`src/rtl/muldiv_pkg.sv`:
```
// Shared definitions for the iterative RV32M multiply/divide unit:
// funct3 op codes, controller states and a two's-complement magnitude helper.
package muldiv_pkg;

    localparam logic [2:0] OP_MUL    = 3'd0;
    localparam logic [2:0] OP_MULH   = 3'd1;
    localparam logic [2:0] OP_MULHSU = 3'd2;
    localparam logic [2:0] OP_MULHU  = 3'd3;
    localparam logic [2:0] OP_DIV    = 3'd4;
    localparam logic [2:0] OP_DIVU   = 3'd5;
    localparam logic [2:0] OP_REM    = 3'd6;
    localparam logic [2:0] OP_REMU   = 3'd7;

    typedef enum logic [1:0] {
        IDLE = 2'd0,
        CALC = 2'd1,
        FIX  = 2'd2,
        DONE = 2'd3
    } state_t;

    // Works on a 64-bit container; callers truncate back to XLEN bits.
    function automatic logic [63:0] twos_mag(input logic [63:0] v, input logic neg);
        return neg ? -v : v;
    endfunction

endpackage

```
`src/rtl/muldiv_datapath.sv`:
```
// Shared shift register for the multiply (shift-add) and divide (restoring
// shift-subtract) iterations; one iteration per step pulse.
module muldiv_datapath #(
    parameter int XLEN = 32
) (
    input  logic                clk,
    input  logic                reset,
    input  logic                load,
    input  logic                step,
    input  logic                is_div,
    input  logic [XLEN-1:0]     lo_init,
    input  logic [XLEN-1:0]     opnd,
    output logic [2*XLEN-1:0]   acc
);

    logic [XLEN-1:0]   opnd_q;
    logic [XLEN-1:0]   hi;
    logic [XLEN-1:0]   lo;
    logic [XLEN-1:0]   addend;
    logic [XLEN:0]     mul_sum;
    logic [XLEN:0]     div_shift;
    logic [XLEN:0]     div_diff;
    logic [2*XLEN-1:0] acc_next;

    assign hi = acc[2*XLEN-1:XLEN];
    assign lo = acc[XLEN-1:0];

    // Multiply: hi holds the partial product, lo the remaining multiplier bits.
    // Divide: hi holds the partial remainder, lo shifts dividend out / quotient in.
    always_comb begin
        addend    = lo[0] ? opnd_q : {XLEN{1'b0}};
        mul_sum   = {1'b0, hi} + {1'b0, addend};
        div_shift = {hi, lo[XLEN-1]};
        div_diff  = div_shift - {1'b0, opnd_q};
        acc_next  = {mul_sum, lo[XLEN-1:1]};
        if (is_div) begin
            if (div_diff[XLEN])
                acc_next = {div_shift[XLEN-1:0], lo[XLEN-2:0], 1'b0};
            else
                acc_next = {div_diff[XLEN-1:0], lo[XLEN-2:0], 1'b1};
        end
    end

    always_ff @(posedge clk) begin
        if (reset) begin
            acc    <= '0;
            opnd_q <= '0;
        end else if (load) begin
            acc    <= {{XLEN{1'b0}}, lo_init};
            opnd_q <= opnd;
        end else if (step) begin
            acc <= acc_next;
        end
    end

endmodule

```
`src/rtl/muldiv_unit.sv`:
```
// Iterative RV32M multiply/divide unit: start/ready accept, XLEN-cycle CALC,
// sign FIX, one-cycle o_valid pulse in DONE.
module muldiv_unit
    import muldiv_pkg::*;
#(
    parameter int XLEN  = 32,
    parameter int CNT_W = $clog2(XLEN) + 1
) (
    input  logic            i_clk,
    input  logic            i_reset,
    input  logic            i_start,
    input  logic [2:0]      i_op,
    input  logic [XLEN-1:0] i_rs1,
    input  logic [XLEN-1:0] i_rs2,
    input  logic            i_flush,
    output logic            o_ready,
    output logic            o_busy,
    output logic            o_valid,
    output logic [XLEN-1:0] o_result
);

    localparam logic [CNT_W-1:0] LAST_ITER = CNT_W'(XLEN - 1);
    localparam logic [XLEN-1:0]  MIN_NEG   = {1'b1, {(XLEN-1){1'b0}}};

    state_t            state;
    logic [CNT_W-1:0]  count;
    logic [2:0]        op_q;
    logic              a_neg_q;
    logic              b_neg_q;
    logic              done_q;

    logic              accept;
    logic              a_signed;
    logic              b_signed;
    logic              a_neg;
    logic              b_neg;
    logic [XLEN-1:0]   a_mag;
    logic [XLEN-1:0]   b_mag;
    logic              div_zero;
    logic              div_ovf;
    logic [XLEN-1:0]   special_result;
    logic [2*XLEN-1:0] acc;
    logic [2*XLEN-1:0] prod;
    logic [XLEN-1:0]   quot;
    logic [XLEN-1:0]   rem;
    logic [XLEN-1:0]   fix_result;

    assign accept  = i_start & o_ready & ~i_flush & (state == IDLE);
    assign o_valid = done_q & ~i_flush;

    always_comb begin
        a_signed = (i_op == OP_MULH) || (i_op == OP_MULHSU) || (i_op == OP_DIV) || (i_op == OP_REM);
        b_signed = (i_op == OP_MULH) || (i_op == OP_DIV) || (i_op == OP_REM);
        a_neg    = a_signed & i_rs1[XLEN-1];
        b_neg    = b_signed & i_rs2[XLEN-1];
        a_mag    = XLEN'(twos_mag(64'(i_rs1), a_neg));
        b_mag    = XLEN'(twos_mag(64'(i_rs2), b_neg));
        div_zero = i_op[2] && (i_rs2 == '0);
        div_ovf  = ((i_op == OP_DIV) || (i_op == OP_REM)) && (i_rs1 == MIN_NEG) && (i_rs2 == '1);
        special_result = '0;
        if (div_zero)
            special_result = i_op[1] ? i_rs1 : '1;
        else if (div_ovf)
            special_result = i_op[1] ? '0 : i_rs1;
    end

    // Sign correction applied once the magnitude iterations have finished.
    always_comb begin
        prod = (a_neg_q ^ b_neg_q) ? -acc : acc;
        quot = (a_neg_q ^ b_neg_q) ? -acc[XLEN-1:0] : acc[XLEN-1:0];
        rem  = a_neg_q ? -acc[2*XLEN-1:XLEN] : acc[2*XLEN-1:XLEN];
        case (op_q)
            OP_MUL:                  fix_result = prod[XLEN-1:0];
            OP_MULH, OP_MULHSU,
            OP_MULHU:                fix_result = prod[2*XLEN-1:XLEN];
            OP_DIV, OP_DIVU:         fix_result = quot;
            default:                 fix_result = rem;
        endcase
    end

    muldiv_datapath #(.XLEN(XLEN)) u_datapath (
        .clk     (i_clk),
        .reset   (i_reset),
        .load    (accept),
        .step    ((state == CALC) & ~i_flush),
        .is_div  (op_q[2]),
        .lo_init (i_op[2] ? a_mag : b_mag),
        .opnd    (i_op[2] ? b_mag : a_mag),
        .acc     (acc)
    );

    always_ff @(posedge i_clk) begin
        if (i_reset) begin
            state    <= IDLE;
            count    <= '0;
            op_q     <= '0;
            a_neg_q  <= 1'b0;
            b_neg_q  <= 1'b0;
            done_q   <= 1'b0;
            o_ready  <= 1'b1;
            o_busy   <= 1'b0;
            o_result <= '0;
        end else begin
            case (state)
                IDLE: begin
                    done_q <= 1'b0;
                    if (accept) begin
                        op_q    <= i_op;
                        a_neg_q <= a_neg;
                        b_neg_q <= b_neg;
                        count   <= '0;
                        o_ready <= 1'b0;
                        if (div_zero || div_ovf) begin
                            o_result <= special_result;
                            done_q   <= 1'b1;
                            state    <= DONE;
                        end else begin
                            o_busy <= 1'b1;
                            state  <= CALC;
                        end
                    end
                end
                CALC: begin
                    if (i_flush) begin
                        o_ready <= 1'b1;
                        o_busy  <= 1'b0;
                        state   <= IDLE;
                    end else begin
                        count <= count + CNT_W'(1);
                        if (count == LAST_ITER)
                            state <= FIX;
                    end
                end
                FIX: begin
                    if (i_flush) begin
                        o_ready <= 1'b1;
                        o_busy  <= 1'b0;
                        state   <= IDLE;
                    end else begin
                        o_result <= fix_result;
                        o_busy   <= 1'b0;
                        done_q   <= 1'b1;
                        state    <= DONE;
                    end
                end
                DONE: begin
                    done_q  <= 1'b0;
                    o_ready <= 1'b1;
                    state   <= IDLE;
                end
                default: begin
                    done_q  <= 1'b0;
                    o_ready <= 1'b1;
                    o_busy  <= 1'b0;
                    state   <= IDLE;
                end
            endcase
        end
    end

endmodule

```
`config.mk`:
```
export PLATFORM = sky130hd
export DESIGN_NAME = muldiv_unit
export DESIGN_NICKNAME = d
export VERILOG_FILES = /design/src/rtl/muldiv_pkg.sv /design/src/rtl/muldiv_datapath.sv /design/src/rtl/muldiv_unit.sv
export SDC_FILE = /design/constraint.sdc
export NUM_CORES = 1
export LEC_CHECK = 0
export BUFFER_PORTS_ARGS = -buffer_cell sky130_fd_sc_hd__buf_2
export CAP_MARGIN = 20
export CELL_PAD_IN_SITES_DETAIL_PLACEMENT = 1
export CELL_PAD_IN_SITES_GLOBAL_PLACEMENT = 2
export CORE_ASPECT_RATIO = 1.25
export CORE_MARGIN = 4
export CORE_UTILIZATION = 38
export CTS_CLUSTER_SIZE = 30
export DETAILED_ROUTE_END_ITERATION = 6
export PLACE_DENSITY_LB_ADDON = 0.1
export RECOVER_POWER = 100
export SYNTH_ARGS = -nofsm -noshare
export SYNTH_HDL_FRONTEND = slang
export SYNTH_SLANG_ARGS = --single-unit
```
`constraint.sdc`:
```
create_clock -name i_clk -period 9.69 [get_ports i_clk]
set_input_delay 1.4535 -clock i_clk [delete_from_list [all_inputs] [get_ports i_clk]]
set_output_delay 1.4535 -clock i_clk [all_outputs]
set_load 0.05 [all_outputs]
```
======== Word level (Yosys, flattened, before mapping) ========
Cells that the tools add are included.
word-level totals
  bits in registers ....................... 144
  input port bits ......................... 71
  output and inout port bits .............. 35
  logic and storage cells ................. 122
operators by class
  $add $sub $neg .......................... 8
  equality and inequality tests ........... 23
  mux-type cells .......................... 41
  bitwise operators ....................... 9
  reductions and logical operators ........ 29
operator list
  cell                                                                    count
  32-bit two-way mux                                                      16
  64-bit two-way mux                                                      3
  32-bit negator                                                          4
  32-bit one-hot mux with 3 select lines                                  1
  32-bit equality test (second input constant)                            2
  64-bit negator                                                          1
  32-bit one-hot mux with 2 select lines                                  1
  32-bit by 32-bit adder with 33-bit output                               1
  33-bit by 32-bit subtractor with 33-bit output                          1
  32-bit logical NOT                                                      1
  3-bit equality test (second input constant)                             4
  6-bit two-way mux                                                       2
  6-bit one-hot mux with 2 select lines                                   1
  2-bit two-way mux                                                       5
  2-bit != test (second input constant)                                   5
  3-bit by 2-bit equality test with 1-bit output (second input constant)  3
  1-bit one-hot mux with 3 select lines                                   3
  1-bit two-way mux                                                       8
  2-bit one-hot mux with 4 select lines                                   1
  2-bit AND reduction                                                     4
  4-bit AND reduction                                                     2
  1-bit bitwise AND                                                       7
  1-bit logical OR                                                        7
  6-bit by 1-bit adder with 6-bit output (second input constant)          1
  other kinds (16)                                                        26

======== Depth between registers and ports, before layout ========
Gate-level depths: netlist (run 1).
  word-level depth ........................ 9
  gate-level depth with buffers ........... 15
  depth with buffers taken out ............ 13

======== By module ========
Synthesis (run 1) repeated with hierarchy kept, for this count alone.
unflattened totals
  cell total of the unflattened synthesis .. 2176
  area total of the unflattened synthesis .. 16034.1 um^2
by module, submodules not included
  module           times used  cells an instance  area an instance (um^2)
  muldiv_datapath  1           1112               8485.6
  muldiv_unit      1           1064               7548.5

======== Worst setup path before layout (run 1) ========
No wires, ideal clock.
  kind .................................... input -> register
  from .................................... input i_rs2[10]
  to ...................................... register o_result[25]
  setup time .............................. 0.086 ns
  arrival time ............................ 3.944 ns
  required time ........................... 9.604 ns
  path slack .............................. 5.661 ns
  cell stages on the path ................. 11
  path buffers ............................ 2
  path through ............................ or4_1 > nor3_1 > nand3b_1 > nor4_1 > o21bai_1 > nand4_1 > a21oi_1 > buf_4 > buf_4 > nor2_1 > a211oi_1
between the ends
  word-level cells in the longest chain between the ends .. 7
  elaborated cells between the ends (all ways) .. 12
ends and longest elaborated chain
  element                                 RTL line            source
  start: declaration                      muldiv_unit.sv:14   input logic [XLEN-1:0] i_rs2,
  32-bit equality test                    muldiv_unit.sv:59   div_ovf = ((i_op == OP_DIV) || (i_op == OP_REM)) && (i_rs1 == MIN_NEG) && (i_rs2 == '1);
  1-bit logical AND                       muldiv_unit.sv:59
  32-bit two-way mux                      muldiv_unit.sv:63   else if (div_ovf)
  32-bit two-way mux                      muldiv_unit.sv:61   if (div_zero)
  32-bit two-way mux                      muldiv_unit.sv:113  if (div_zero || div_ovf) begin
  32-bit two-way mux                      muldiv_unit.sv:107  if (accept) begin
  32-bit one-hot mux with 2 select lines  muldiv_unit.sv:104  case (state)
  end signal: assignment                  muldiv_unit.sv:114  o_result <= special_result;
  end signal: assignment                  muldiv_unit.sv:140  o_result <= fix_result;
  end: declaration                        muldiv_unit.sv:19   output logic [XLEN-1:0] o_result
Several ways; a longest one is shown, not always the timed one. The select of a mux whose other input is x is not followed.
A chain may end at the register's enable or synchronous reset.

======== Worst setup path in the final report (run 1) ========
  from .................................... input i_rs2[4]
  to ...................................... register o_result[14]
The elaborated chain is that of the path after synthesis.

==> reports/qor.txt, run 1 <==
Outcome -> complete, but fails checks
Violated checks -> capacitance limit, slew limit
Final ANT Viol Nets -> 0
# IOs -> 106
Via/cell ratio -> 6.02
Crit-path cells -> clkbuf_1, or4_1, nor3_1, nand3b_1, nor4_1, o21bai_1, nand4_1, a21oi_1, buf_4, o21ai_0, a21oi_1, nor3_1
Largest net degree at the start of global routing -> 96
Hold Path Class -> register to register
Top_reg_cell synth -> dfxtp_1
Number of flops mapped to enable cells by yosys -> 0
Longest Clk Path Bufs -> 2
Worst-case vdd ir drop -> 0.174 mV
PD cells -> 243 mW/mm^2
DP Wirelength -> 47400 um
CTS buffer count -> 17
Die area -> 0.0419 mm^2
Total Routing Usage GR -> 0.283
Sequential share of power -> 0.224
Arrival @ worst endpoint -> 7150 ps
First-pass GRT wire length -> 94300 um
Crit end category -> register
Setup TNS -> 0 ps
Via Count -> 15800
Placer Congestion -> 0.896
Synth-to-Final Area Change -> 8.70%
Logic pwr share -> 0.599
Sink Count -> 144
Largest stage delay, worst path -> 2060 ps
Clk pin slew, worst setup/hold paths -> 70 ps
Final Util -> 0.418
Cell Count, Final, Fillers Out -> 2620
Starting density of the core -> 0.385
Post-synthesis cell count -> 2124
Cts hold-fix bufs -> 0
Worst-case clock skew -> 9.58 ps
Area of the multi-input gates -> 0.0109 mm^2
Final instance area -> 0.0160 mm^2
Iteration count of the initial detailed-routing pass -> 7
Cell Area, Placed -> 0.0155 mm^2
Antenna fix cells -> 0
Initial antenna violation count -> 0
Max Clock Freq -> 0.146 GHz
Crit Path Max Fanout -> 33
Placed insts -> 2588
Die width -> 184 um
DRT iter0 DRCs -> 873
Commonest cells after routing, fill and taps aside -> nor2_1, a21oi_1, nand2_1
Synth warnings -> 0
Core Region -> 0.0381 mm^2
Commonest non-fill, non-tap cell in the layout -> nor2_1
Register bit total from synthesis -> 144
Share of layout cells above drive strength 1 -> 0.0747
Yosys cell types -> 75
Port Buf Inserts -> 105
Switch Pwr -> 1.96 mW
Crit path max-delay family -> compound AO/OA/AOI/OAI gates
Pint -> 1.91 mW
Sequential cell area -> 0.00289 mm^2
CP max stage cell -> a21oi_1
Fill count -> 4877
Buf+Inv Stages, Crit Path -> 2
Critical path type -> primary input to register
Rows -> 80
Final count of negative-setup-slack endpoints -> 0
Clk_lat worst skew -> 460 ps
Layout Nets -> 2263
FFs w/ async S/R, synth -> 0
Slew HR -> -1.09
Crit start category -> primary input
Clock Tree Root -> clkbuf_16
Worst-margin pin slew -> 3140 ps
Unrepaired setup endpoints after global routing -> false
Fin crit period -> 6830 ps
Total global routing overflow -> 0
Die Ht -> 228 um
Vias in the first global route -> 15800
Wire length per cell -> 23.1 um
Critical Path RT -> 10000 ps
Final hold vios -> 0
Period utilization -> 0.705
Max Cap Viol -> 4
Routed WL -> 60600 um
Drt drc -> 0
Sw Share -> 0.506
Clock power frac -> 0.177
Slew Limit Fails -> 159
Total power -> 3.87 mW
H-tree depth -> 4
LEAKAGE -> 6.01 nW
Postcts setup bufs -> 0
Register area share after synthesis -> 0.196
Cell Area, Synth -> 0.0147 mm^2
TritonCTS clock tree -> built
# resized after CTS -> 0
Avg Inst Size Synth -> 6.91 um^2
Syn_nets -> 2272
area by class of cell:
| cell class | instances | area share |
|---|---|---|
| clock inverter | 14 | 0.00910 |
| tap | 492 | 0.0386 |
| inverter | 65 | 0.0153 |
| timing repair buffer | 130 | 0.0425 |
| multi-input combinational | 1757 | 0.686 |
| sequential | 144 | 0.181 |
| clock buffer | 18 | 0.0275 |
through the flow:
step	hold slack [ps]	setup slack [ps]
2_1_floorplan	432	5660
6_report	449	2860
3_3_place_gp	438	4050
4_1_cts	455	4410
5_1_grt	471	2470
3_5_place_dp	446	3930
power groups by stage:
stage	Sequential, mW	Clock [mW]	Combinational, mW
2_1_floorplan	0.835	0	1.68
3_3_place_gp	0.871	0	2.25
3_5_place_dp	0.874	0	2.29
4_1_cts	0.861	0.698	2.31
5_1_grt	0.883	0.725	2.54
6_report	0.865	0.685	2.32
kinds of logic after synthesis:
family	Yosys count	synth area share
buffers and inverters	223	0.0593
AND/OR/NAND/NOR	729	0.231
AO/OA/AOI/OAI	704	0.294
flip-flops	144	0.196
XOR/XNOR	187	0.112
adder cells (fa/ha/maj)	77	0.0667
multiplexers	60	0.0413
state kept, by name, indices dropped and copies added (netlist names):
signal / flops
a_neg_q: 1
b_neg_q: 1
count: 6
done_q: 1
o_busy: 1
o_ready: 1
o_result: 32
op_q: 3
state: 2
u_datapath.acc: 64
u_datapath.opnd_q: 32
synth_stat cells, drive strengths merged (4+ instances only):
| library cell | instances | share of area |
|---|---|---|
| a21oi | 215 | 0.073 |
| nand2b | 24 | 0.010 |
| and3 | 12 | 0.0051 |
| o41ai | 11 | 0.0066 |
| mux2i | 55 | 0.038 |
| clkbuf | 136 | 0.035 |
| o22ai | 36 | 0.015 |
| xor2 | 84 | 0.050 |
| a21o | 31 | 0.016 |
| xnor2 | 103 | 0.061 |
| dfxtp | 144 | 0.20 |
| o31a | 4 | 0.0024 |
| ha | 75 | 0.064 |
| a311oi | 18 | 0.011 |
| o21bai | 17 | 0.0087 |
| nor4 | 30 | 0.014 |
| mux2 | 5 | 0.0038 |
| o2111ai | 4 | 0.0024 |
| a31o | 5 | 0.0030 |
| nand4 | 26 | 0.011 |
| o31ai | 22 | 0.011 |
| or2 | 7 | 0.0030 |
| nand3 | 28 | 0.0095 |
| o211ai | 60 | 0.031 |
| nor2b | 17 | 0.0072 |
| and2 | 14 | 0.0060 |
| or4 | 20 | 0.012 |
| a211oi | 26 | 0.014 |
| nor3 | 50 | 0.017 |
| o21a | 6 | 0.0031 |
| nand2 | 211 | 0.054 |
| inv | 65 | 0.017 |
| or3 | 16 | 0.0072 |
| a31oi | 26 | 0.011 |
| a32oi | 4 | 0.0024 |
| buf | 22 | 0.0078 |
| a221oi | 6 | 0.0036 |
| nor2 | 261 | 0.067 |
| o21ai | 185 | 0.063 |
| o221ai | 7 | 0.0042 |
routing by layer:
layer	part of all wire	GRT usage	vias up	wire, um
met5	0	0	-	0
met1	0.46	0.382	7654	27800
met4	0.036	0.101	0	2190
met3	0.035	0.0282	107	2150
li1	-	-	7624	-
met2	0.47	0.468	391	28400
final timing paths:
path / startpoint / endpoint / slack, ps / cells past startpoint
hold reg to reg: u_datapath.opnd_q[11]$_SDFFE_PP0P_ / u_datapath.opnd_q[11]$_SDFFE_PP0P_ / 450 / 2
setup / recovery: i_rs2[4] / o_result[14]$_SDFFE_PP0P_ / 2860 / 12
setup reg to reg: u_datapath.acc[0]$_SDFFE_PP0P_ / u_datapath.acc[57]$_SDFFE_PP0P_ / 5410 / 13
hold / removal: u_datapath.opnd_q[11]$_SDFFE_PP0P_ / u_datapath.opnd_q[11]$_SDFFE_PP0P_ / 450 / 2
worst register-to-register path, stage by stage (launching register included):
cell and delay, ps:
dfxtp_1 380, inv_1 330, nor2_1 150, fa_1 480, a21o_1 260, a221oi_1 400
o21ai_0 280, a31o_2 350, a311o_1 380, a31oi_1 500, o21ai_0 190, xnor2_1 180
o221ai_1 120, a31oi_1 210
Note: power is estimated with default switching activity, not from simulation.
==> run 2, diff against run 1 <==
--- a/config.mk
+++ b/config.mk
@@ -11,7 +11,7 @@
 export CELL_PAD_IN_SITES_GLOBAL_PLACEMENT = 2
 export CORE_ASPECT_RATIO = 1.25
 export CORE_MARGIN = 4
-export CORE_UTILIZATION = 38
+export CORE_UTILIZATION = 32
 export CTS_CLUSTER_SIZE = 30
 export DETAILED_ROUTE_END_ITERATION = 6
 export PLACE_DENSITY_LB_ADDON = 0.1
==> constraint.sdc (replaced) <==
create_clock -name i_clk -period 5.59 [get_ports i_clk]
set_input_delay 0.8385 -clock i_clk [delete_from_list [all_inputs] [get_ports i_clk]]
set_output_delay 0.8385 -clock i_clk [all_outputs]
set_load 0.05 [all_outputs]
==> run 2 against run 1 <==
Against the previous run: largest power group unchanged; global-route usage shrank 3.1 points; the flow still finishes with violations (capacitance limit, slew limit); critical endpoint is now u_datapath.acc[27]$_SDFFE_PP0P_; clock power grew 69%; core utilization shrank 6.4 points; worst setup slack lost 1800 ps; worst hold slack gained 2.5 ps; register-to-register slack lost 4300 ps; highest routed layer unchanged; final area grew 0.60%.
==> reports/qor.txt, run 2 (synthesized netlist as in run 1, its figures left out) <==
Logic pwr share -> 0.602 (was 0.599)
TritonCTS clock tree -> built (unchanged)
Crit Path Max Fanout -> 44 (was 33)
Worst-case vdd ir drop -> 0.294 mV (was 0.174 mV)
Buf+Inv Stages, Crit Path -> 2 (unchanged)
Die Ht -> 247 um (was 228 um)
Synth-to-Final Area Change -> 9.35% (was 8.70%)
Hold Path Class -> register to register (unchanged)
Worst-case clock skew -> 15.6 ps (was 9.58 ps)
Starting density of the core -> 0.324 (was 0.385)
Max Cap Viol -> 3 (was 4)
Final hold vios -> 0 (unchanged)
# resized after CTS -> 0 (unchanged)
Vias in the first global route -> 16000 (was 15800)
Busiest layer in global routing -> met2 (unchanged)
Via Count -> 15700 (was 15800)
Longest Clk Path Bufs -> 2 (unchanged)
Max FFs per register -> 64 (unchanged)
Reg2reg end -> u_datapath.acc[27]$_SDFFE_PP0P_ (was u_datapath.acc[57]$_SDFFE_PP0P_)
Most flops, register -> u_datapath.acc (unchanged)
First-pass GRT wire length -> 97300 um (was 94300 um)
FF-to-FF Start -> state[1]$_SDFFE_PP0P_ (was u_datapath.acc[0]$_SDFFE_PP0P_)
Slew HR -> -0.824 (was -1.09)
Sw Share -> 0.505 (was 0.506)
Sequential cell area -> 0.00289 mm^2 (unchanged)
Rows -> 87 (was 80)
CP max stage cell -> and2_0 (was a21oi_1)
H-tree depth -> 4 (unchanged)
Max Clock Freq -> 0.222 GHz
Worst-margin pin slew -> 2740 ps (was 3140 ps)
Cell Area, Placed -> 0.0156 mm^2 (was 0.0155 mm^2)
Clock power frac -> 0.173 (was 0.177)
Crit path max-delay family -> simple AND/OR/NAND/NOR gates (was compound AO/OA/AOI/OAI gates)
PD cells -> 417 mW/mm^2 (was 243 mW/mm^2)
Die area -> 0.0494 mm^2 (was 0.0419 mm^2)
Final count of negative-setup-slack endpoints -> 0 (unchanged)
Pre-CTS WS -> 1120 ps (was 3930 ps)
Clock Tree Root -> clkbuf_16 (unchanged)
Die width -> 200 um (was 184 um)
Commonest non-fill, non-tap cell in the layout -> nor2_1 (unchanged)
CP Capture Point -> u_datapath.acc[27]$_SDFFE_PP0P_ (was o_result[14]$_SDFFE_PP0P_)
Final instance area -> 0.0161 mm^2 (was 0.0160 mm^2)
Port Buf Inserts -> 105 (unchanged)
Fin worst setup slack -> 1090 ps (was 2860 ps)
Share of layout cells above drive strength 1 -> 0.0742 (was 0.0747)
Cts hold-fix bufs -> 0 (unchanged)
Placer Congestion -> 0.917 (was 0.896)
Period utilization -> 0.806
Sequential share of power -> 0.225 (was 0.224)
GR Util met2 -> 0.420 (was 0.468)
Via/cell ratio -> 5.78 (was 6.02)
Clk_lat worst skew -> 450 ps (was 460 ps)
Slew Limit Fails -> 105 (was 159)
GRT met3 Usage -> 0.0244 (was 0.0282)
Unrepaired setup endpoints after global routing -> false (unchanged)
Arrival @ worst endpoint -> 4890 ps (was 7150 ps)
Antenna fix cells -> 0 (unchanged)
DP Wirelength -> 49400 um (was 47400 um)
Switch Pwr -> 3.38 mW (was 1.96 mW)
Fill count -> 5732 (was 4877)
Commonest cells after routing, fill and taps aside -> nor2_1, a21oi_1, nand2_1 (unchanged)
Drt drc -> 0 (unchanged)
Initial antenna violation count -> 0 (unchanged)
CP startpoint -> i_flush (was i_rs2[4])
Clk pin slew, worst setup/hold paths -> 60 ps (was 70 ps)
Reg2Reg Setup Slack -> 1090 ps (was 5410 ps)
Core Region -> 0.0453 mm^2 (was 0.0381 mm^2)
Largest net degree at the start of global routing -> 74 (was 96)
Setup TNS -> 0 ps (unchanged)
Outcome -> complete, but fails checks (unchanged)
Wire length per cell -> 23.1 um (about the same)
Iteration count of the initial detailed-routing pass -> 5 (was 7)
Postcts setup bufs -> 0 (unchanged)
Largest stage delay, worst path -> 1970 ps (was 2060 ps)
Critical Path RT -> 5980 ps (was 10000 ps)
GR Util met1 -> 0.337 (was 0.382)
Crit-path cells -> buf_2, inv_1, and3_1, and2_0, nand2b_1, a21oi_1, a22o_1 (was clkbuf_1, or4_1, nor3_1, nand3b_1, nor4_1, o21bai_1, nand4_1, a21oi_1, buf_4, o21ai_0, a21oi_1, nor3_1)
Worst R2R Path Depth -> 6 (was 13)
Final ANT Viol Nets -> 0 (unchanged)
Layout Nets -> 2266 (was 2263)
Pint -> 3.31 mW (was 1.91 mW)
LEAKAGE -> 6.00 nW (was 6.01 nW)
Total power -> 6.69 mW (was 3.87 mW)
Routed WL -> 62500 um (was 60600 um)
Critical path depth in cells -> 7 (was 12)
Total Routing Usage GR -> 0.252 (was 0.283)
Fin crit period -> 4500 ps
Top Registers -> u_datapath.acc: 64 flops, o_result: 32 flops, u_datapath.opnd_q: 32 flops (unchanged)
# IOs -> 106 (unchanged)
Sink Count -> 144 (unchanged)
Critical path type -> primary input to register (unchanged)
Total global routing overflow -> 0 (unchanged)
DRT iter0 DRCs -> 834 (was 873)
Violated checks -> capacitance limit, slew limit (unchanged)
CTS buffer count -> 17 (unchanged)
Crit start category -> primary input (unchanged)
Area of the multi-input gates -> 0.0109 mm^2 (about the same)
Crit end category -> register (unchanged)
==> run 2: per-stage QoR <==
| step | hold slack [ps] | cells | util |
|---|---|---|---|
| finish | 452 | 2708 | 0.354 |
| floorplan | 432 | 2124 | - |
| global placement | 439 | 2676 | 0.344 |
| detailed placement | 448 | 2676 | 0.344 |
| global route | 475 | 2708 | 0.354 |
| CTS | 456 | 2707 | 0.356 |
==> run 2: per-layer routing <==
layer | routed length [um] | part of all wire | up-vias
li1 | - | - | 7635
met1 | 29000 | 0.46 | 7661
met2 | 29400 | 0.47 | 272
met3 | 1710 | 0.027 | 88
met4 | 2350 | 0.038 | 0
met5 | 0 | 0 | -
==> run 2: area by class of cell <==
cell class,instances,area share
sequential,144,0.180
timing repair buffer,133,0.0441
clock inverter,14,0.00818
clock buffer,17,0.0265
tap,578,0.0451
inverter,65,0.0152
multi-input combinational,1757,0.681
==> run 2: worst register-to-register path: stages (launching register included) <==
cell,delay [ps]
dfxtp_1,330
inv_1,170
ha_1,390
and2_0,2030
nand2b_1,1020
a21oi_1,340
a22o_1,160
==> run 2: worst min-delay path by stage <==
| stage | cells after the start | from | end | slack (ps) |
|---|---|---|---|---|
| after floorplan | 2 | u_datapath.opnd_q[10]$_SDFFE_PP0P_ | u_datapath.opnd_q[10]$_SDFFE_PP0P_ | 430 |
| after global placement | 2 | u_datapath.opnd_q[20]$_SDFFE_PP0P_ | u_datapath.opnd_q[20]$_SDFFE_PP0P_ | 440 |
| after detailed placement | 2 | u_datapath.opnd_q[13]$_SDFFE_PP0P_ | u_datapath.opnd_q[13]$_SDFFE_PP0P_ | 450 |
| after CTS | 2 | u_datapath.opnd_q[12]$_SDFFE_PP0P_ | u_datapath.opnd_q[12]$_SDFFE_PP0P_ | 460 |
| after global routing | 2 | u_datapath.opnd_q[8]$_SDFFE_PP0P_ | u_datapath.opnd_q[8]$_SDFFE_PP0P_ | 470 |
| final | 2 | u_datapath.opnd_q[12]$_SDFFE_PP0P_ | u_datapath.opnd_q[12]$_SDFFE_PP0P_ | 450 |
==> run 2: power groups by stage <==
stage                     sequential [mW]  clock, mW  combinational [mW]
after floorplan                      1.45          0                2.91
after global placement               1.52          0                3.98
after detailed placement             1.53          0                4.02
after CTS                            1.50       1.18                4.05
after global routing                 1.54       1.22                4.46
final                                1.51       1.16                4.03
